[src/rtl/serial_ripple_subtractor.sv]
// serial_ripple_subtractor
//   Multi-cycle ripple-borrow subtractor. Resolves BITS_PER_CYCLE bits of
//   A - B per clock, LSB first, and returns {borrow_out, (A-B) mod 2^WIDTH}.
//   With A = adder sum and B = one addend, the difference is the other addend.
//   Valid/ready handshake on both the operand and the result side.
// Ports
//   i_clk, i_rst          clock, synchronous active-high reset
//   i_valid / o_ready     operand handshake (accepted only in IDLE)
//   i_minuend, i_subtrahend  operands A, B (captured at acceptance)
//   o_valid / i_ready     result handshake (o_result held while i_ready=0)
//   o_result              [WIDTH-1:0] difference, [WIDTH] borrow out (A<B)
//   o_busy                high while bits are being resolved
module serial_ripple_subtractor #(
  parameter int WIDTH          = 16,
  parameter int BITS_PER_CYCLE = 1
) (
  input  logic             i_clk,
  input  logic             i_rst,
  input  logic             i_valid,
  output logic             o_ready,
  input  logic [WIDTH-1:0] i_minuend,
  input  logic [WIDTH-1:0] i_subtrahend,
  output logic             o_valid,
  input  logic             i_ready,
  output logic [WIDTH:0]   o_result,
  output logic             o_busy
);

  localparam int STEPS = WIDTH / BITS_PER_CYCLE;
  localparam int CNT_W = (STEPS > 1) ? $clog2(STEPS) : 1;

  generate
    if (WIDTH % BITS_PER_CYCLE != 0) begin : g_bad_param
      $error("serial_ripple_subtractor: WIDTH must be a multiple of BITS_PER_CYCLE");
    end
  endgenerate

  typedef enum logic [1:0] {IDLE, RUN, DONE} state_t;

  state_t                  state, state_nxt;
  logic [WIDTH-1:0]        a_sh, b_sh, diff, diff_nxt;
  logic                    borrow;
  logic [CNT_W-1:0]        cnt;
  logic [WIDTH:0]          result;
  logic [BITS_PER_CYCLE:0] step;
  logic                    last;

  // One chunk of the ripple: the extra top bit of the (BITS_PER_CYCLE+1)-bit
  // difference is the borrow into the next chunk.
  assign step = {1'b0, a_sh[BITS_PER_CYCLE-1:0]}
              - {1'b0, b_sh[BITS_PER_CYCLE-1:0]}
              - {{BITS_PER_CYCLE{1'b0}}, borrow};

  // Difference chunks enter at the MSB end so after STEPS shifts chunk 0
  // sits at the LSB.
  generate
    if (BITS_PER_CYCLE == WIDTH) begin : g_diff_full
      assign diff_nxt = step[BITS_PER_CYCLE-1:0];
    end else begin : g_diff_shift
      assign diff_nxt = {step[BITS_PER_CYCLE-1:0], diff[WIDTH-1:BITS_PER_CYCLE]};
    end
  endgenerate

  assign last = (cnt == CNT_W'(STEPS - 1));

  always_ff @(posedge i_clk) begin
    if (i_rst) state <= IDLE;
    else       state <= state_nxt;
  end

  always_comb begin
    state_nxt = state;
    case (state)
      IDLE:    if (i_valid) state_nxt = RUN;
      RUN:     if (last)    state_nxt = DONE;
      DONE:    if (i_ready) state_nxt = IDLE;
      default:              state_nxt = IDLE;
    endcase
  end

  always_ff @(posedge i_clk) begin
    if (i_rst) begin
      a_sh   <= '0;
      b_sh   <= '0;
      diff   <= '0;
      borrow <= 1'b0;
      cnt    <= '0;
      result <= '0;
    end else begin
      case (state)
        IDLE: if (i_valid) begin
          a_sh   <= i_minuend;
          b_sh   <= i_subtrahend;
          borrow <= 1'b0;
          cnt    <= '0;
        end
        RUN: begin
          a_sh   <= a_sh >> BITS_PER_CYCLE;
          b_sh   <= b_sh >> BITS_PER_CYCLE;
          diff   <= diff_nxt;
          borrow <= step[BITS_PER_CYCLE];
          cnt    <= cnt + 1'b1;
          // Separate result register keeps o_result frozen outside DONE.
          if (last) result <= {step[BITS_PER_CYCLE], diff_nxt};
        end
        default: ;
      endcase
    end
  end

  assign o_ready  = (state == IDLE);
  assign o_busy   = (state == RUN);
  assign o_valid  = (state == DONE);
  assign o_result = result;

endmodule

[config.mk]
export PLATFORM = sky130hd
export DESIGN_NAME = serial_ripple_subtractor
export DESIGN_NICKNAME = d
export VERILOG_FILES = /design/src/rtl/serial_ripple_subtractor.sv
export SDC_FILE = /design/constraint.sdc
export NUM_CORES = 1
export LEC_CHECK = 0
export CAP_MARGIN = 0
export CELL_PAD_IN_SITES_DETAIL_PLACEMENT = 1
export CELL_PAD_IN_SITES_GLOBAL_PLACEMENT = 1
export CORE_MARGIN = 5
export CORE_UTILIZATION = 39
export DETAILED_ROUTE_END_ITERATION = 16
export PLACE_DENSITY = 0.75
export SLEW_MARGIN = 20
export SYNTH_ARGS = -nofsm -noshare
export SYNTH_HDL_FRONTEND = slang
export SYNTH_SLANG_ARGS = --single-unit
[constraint.sdc]
create_clock -name i_clk -period 1.4 [get_ports i_clk]
set_input_delay 0.28 -clock i_clk [delete_from_list [all_inputs] [get_ports i_clk]]
set_output_delay 0.28 -clock i_clk [all_outputs]
set_load 0.02 [all_outputs]
Yosys cells after proc, flatten, opt, wreduce, memory -nomap -nowiden:

Cells that the tools add are included.

* register bits: 72
* input port bits: 36
* memories kept: 0
* logic and storage cells: 33
* output and inout port bits: 20
* latch bits: 0
* bits in read-only memories: 0
* RAM bits: 0

* shift-type cells: 0
* multiply operators: 0
* divide/modulo/power cells: 0
* order comparisons: 0
* reduce and logical (&&, ||, !) cells: 5
* bitwise operators: 0
* add/sub/neg operators: 3
* multiplexer cells: 12
* eq/ne operators: 6

Operator list (count)
* one-hot mux 16 bit (2 select lines): 2
* two-way mux 16 bit: 2
* one-hot mux 4 bit (2 select lines): 1
* two-way mux 2 bit: 3
* one-hot mux 2 bit (3 select lines): 1
* adder 4 x 1 -> 4 bit, second input constant: 1
* == test 4 bit, second input constant: 1
* two-way mux 4 bit: 1
* inequality test 2 x 1 -> 1 bit, second input constant: 2
* AND reduction 2 bit: 2
* AND reduction 3 bit: 1
* == test 2 x 1 -> 1 bit, second input constant: 1
* == test 2 bit, second input constant: 1
* logical NOT 2 bit: 1
* inequality test 2 bit, second input constant: 1
* one-hot mux 1 bit (2 select lines): 1
* nonzero test 2 bit: 1
* subtractor 1 x 1 -> 2 bit: 1
* subtractor 2 x 1 -> 2 bit: 1
* two-way mux 1 bit: 1

Logic depth before layout (Yosys ltp):

* depth in word-level cells: 3
* depth in mapped cells: 6
* mapped depth without buffers: 4

Worst setup path after synthesis:

OpenSTA, ideal clock, no wires.

* kind: reg2reg
* from: reg state[0]
* to: reg a_sh[15]
* data arrival time: 1222 ps
* stages on the path, launching flop included: 6
* period minus slack after synthesis: 1287 ps
* required time: 1335 ps
* setup slack: 113 ps
* library setup time: 65 ps
* buffers on the path: 2
* cells stage by stage: dfxtp_1 buf_4 buf_6 nor2_1 a32oi_1 nor2_1

* longest elaborated chain between the ends: 3
* elaborated cells between the ends (all ways): 6
* those cells by class: 2 x eq/ne; 1 x mux; 3 x reduce/logical

RTL lines
* start: declaration: RTL line 40 `state_t state, state_nxt;`
* start signal: assignment: RTL line 68 `else state <= state_nxt;`
* logical NOT 2 bit (*)
* via o_ready: RTL line 20 `output logic o_ready,`
* inequality test 2 bit (no source line) / nonzero test 2 bit (equally long branches)
* AND reduction 2 bit (no source line)
* end signal: assignment: RTL line 92 `a_sh <= i_minuend;`
* end signal: assignment: RTL line 98 `a_sh <= a_sh >> BITS_PER_CYCLE;`
* end: declaration: RTL line 41 `logic [WIDTH-1:0] a_sh, b_sh, diff, diff_nxt;`

The timed path passes the listed nets; every way through them passes the cells marked *.
A chain may end at the register's enable or synchronous reset.

Worst setup path after layout:

* from: in i_valid
* to: reg b_sh[3]

* longest elaborated chain between the ends: 2

RTL lines
* start: declaration: RTL line 19 `input logic i_valid,`
* inequality test 2 bit (no source line)
* AND reduction 2 bit (no source line)
* end signal: assignment: RTL line 93 `b_sh <= i_subtrahend;`
* end signal: assignment: RTL line 99 `b_sh <= b_sh >> BITS_PER_CYCLE;`
* end: declaration: RTL line 41

No other way between the ends.

==> impl_results.md <==
- Max Clk Rate: 0.7324 GHz
- MaxCap Viol Count: 0
- DP Wirelength: 5111 um
- Cell Count, Final, Fillers Out: 541
- Postcts setup bufs: 0
- IO Count: 56
- Multi-input gate area: 1595 um^2
- R2r setup slk: 0.06 ns
- WP data required: 1.63 ns
- Register area share after synthesis: 44.57%
- R2R Path End: b_sh[3]$_SDFFE_PP0P_
- Drt wl/cell: 14.75 um
- Drt drc: 0
- Die X: 100.4 um
- First-pass GRT wire length: 13660 um
- Commonest cells after routing, fill and taps aside: dfxtp_1 (69), a21oi_1 (58), nor2_1 (36), clkdlybuf4s50_1 (34)
- Mapped Area: 3189 um^2
- Kind of critical path: in -> reg
- Setup crit end kind: flop
- PortBufs: 55
- Mapped Cells: 383
- Synth-to-Final Area Change: 28.52%
- Register Area: 1429 um^2
- GRT Util Overall: 16.87%
- Vias per cell: 5.187
- Number of global-route vias before repair: 2876
- Hold Path Class: in -> reg
- # H-tree levels: 3
- Syn Area/Cell: 8.327 um^2
- Warning count from the yosys run: 0
- Num Clock Sinks: 71
- Nets: 469
- DRT Wirelength: 7978 um
- Pin count of the biggest net entering global routing: 40
- FP Rows: 33
- Starting Density: 39.41%
- Setup TNS: 0 ns
- Commonest non-fill, non-tap cell in the layout: dfxtp_1
- Clock Skews: 0.008130 ns
- Fin crit period: 1.365 ns
- Cell depth of the worst flop-to-flop path: 4
- Status: finished, final reports clean
- CTS Hold Bufs: 0
- Leak: 0.001557 uW
- Synth Flop Type: dfxtp_1
- Critical-path top delay cell: clkdlybuf4s50_1
- Critical-path cell list: clkdlybuf4s50_1, buf_12, or3b_1, a21oi_1, nor3_2
- Pre-Repair DR Iteration Count: 4
- Final ANT Viol Nets: 0
- CTS Buf Count: 9
- Final setup vio count: 0
- Power Total: 4369 uW
- Clk root buf: clkbuf_8
- Critical path destination: b_sh[3]$_SDFFE_PP0P_
- Post-synth EDFFs: 0
- Worst-margin pin slew: 0.2954 ns
- Post-synthesis async set-or-reset flop share: 0%
- Worst Path Max Fanout: 34
- Cells after DPL: 525
- Worst-Skew Late Latency: 0.35 ns
- Dpl cell area: 3869 um^2
- Pins Over Slew Limit: 0
- Vias: 2806
- Clock buffer depth: 2
- CP peak stage delay: 0.50 ns
- Critical Path Source: i_valid
- Final Hold Fails: 0
- WP data arrival: 1.60 ns
- First DRT Iteration DRCs: 109
- Initial antenna violation count: 0
- Seq cells post-synth: 71
- Final core occ: 50.65%
- Final clock period utilization by the worst path: 97.53%
- Count of different cell masters after synthesis: 32
- TritonCTS clock tree: done
- Fill cell count: 985
- Antenna Cells: 0
- Die Ht: 100.4 um
- RSZ-0062 raised after global routing: true
- Clk slew on worst S/H paths: 0.07 ns
- Die Area: 10090 um^2
- Fraction of layout cells with a size suffix above 1: 12.61%
- Finished Cell Area: 4099 um^2
- Core box area: 8093 um^2
- Syn nets: 421
- Slew HR: 80.30%
- Peak VDD IR: 0.4383 mV
- Last weighted congestion value of the routability-driven placer: 0.7350
- PwrDens: 1066 nW/um^2
- Critical Path Start Type: input port
- RR Startpoint: state[0]$_SDFFE_PP0P_
- Grt ovf: 0
==> metal layers <==
metal  global-route usage, %  vias up  wire length [um]
met3                   4.795       11               268
met1                   20.49     1346              3613
met5                       0        -                 0
li1                        -     1415                 -
met4                   5.389        0               114
met2                   28.75       34              3981
==> final cells by class <==
type,count,area share [%]
Multi-Input combinational cell,274,38.92
Sequential cell,71,34.86
Timing Repair Buffer,72,18.10
Clock buffer,12,3.541
Tap cell,105,3.205
Clock inverter,4,1.099
Inverter,3,0.2747
==> report_power, final <==
group	leakage (uW)	internal, uW	switching [uW]	total [uW]
logic	0.000874	310	293	602
registers	0.000582	2110	49.9	2160
clock network	0.000100	864	743	1610
==> state kept, by name, indices dropped and copies added (netlist names) <==
name / flops
o_result: 17
a_sh: 16
diff: 15
b_sh: 16
borrow: 1
cnt: 4
state: 2
==> synthesized netlist by cell type, types with 3 or more instances <==
master	number	share of area [%]
nand2_1	30	3.5
buf_1	4	0.47
dfxtp_1	71	45
or3b_1	30	8.2
buf_6	4	1.4
a22oi_1	3	0.71
buf_2	13	2.0
a21oi_1	61	9.6
nor3_2	7	2.2
clkbuf_1	11	1.3
buf_4	3	0.71
nor2_1	37	4.4
nor3_1	22	3.5
o21ai_0	16	2.5
nand2b_1	30	5.9
nand3_1	19	3.0
a211oi_1	3	0.71
==> logic make-up after synthesis <==
logic type | share of synthesized area [%]
AND/OR/NAND/NOR | 32.13
AO/OA/AOI/OAI | 16.01
flip-flops | 44.57
buffers and inverters | 6.277
adder cells (fa/ha/maj) | 1.020
==> worst min-delay path by stage <==
stage	endpoint	start	slack, ns	cells after the start
6_report	o_result[4]$_SDFFE_PP0P_	i_rst	0.28	2
3_5_place_dp	diff[1]$_SDFFE_PP0P_	diff[1]$_SDFFE_PP0P_	0.46	2
2_1_floorplan	diff[1]$_SDFFE_PP0P_	diff[1]$_SDFFE_PP0P_	0.44	2
5_1_grt	o_result[0]$_SDFFE_PP0P_	i_rst	0.29	2
3_3_place_gp	diff[1]$_SDFFE_PP0P_	diff[1]$_SDFFE_PP0P_	0.44	2
4_1_cts	o_result[1]$_SDFFE_PP0P_	i_rst	0.28	2
==> through the flow <==
step / hold WS (ns) / setup slack, ns
finish: 0.2810 / 0.03461
global route: 0.2861 / -0.009436
CTS: 0.2778 / 0.01080
detailed placement: 0.4582 / -0.3563
global placement: 0.4445 / -0.3081
floorplan: 0.4366 / 0.1132
==> critical path: cells and delay by family <==
| kind | cells | cell delay (ns) |
|---|---|---|
| buffers and inverters | 2 | 0.68 |
| AOI/OAI and AO/OA | 1 | 0.19 |
| and+or+nand+nor | 2 | 0.43 |
==> what timing repair did <==
action	in CTS	in global routing
cloned	0	0
setup endpoints to repair	51	23
gates resized for setup	38	15
hold endpoints to repair	0	0
Note: power is estimated with default switching activity, not from simulation.
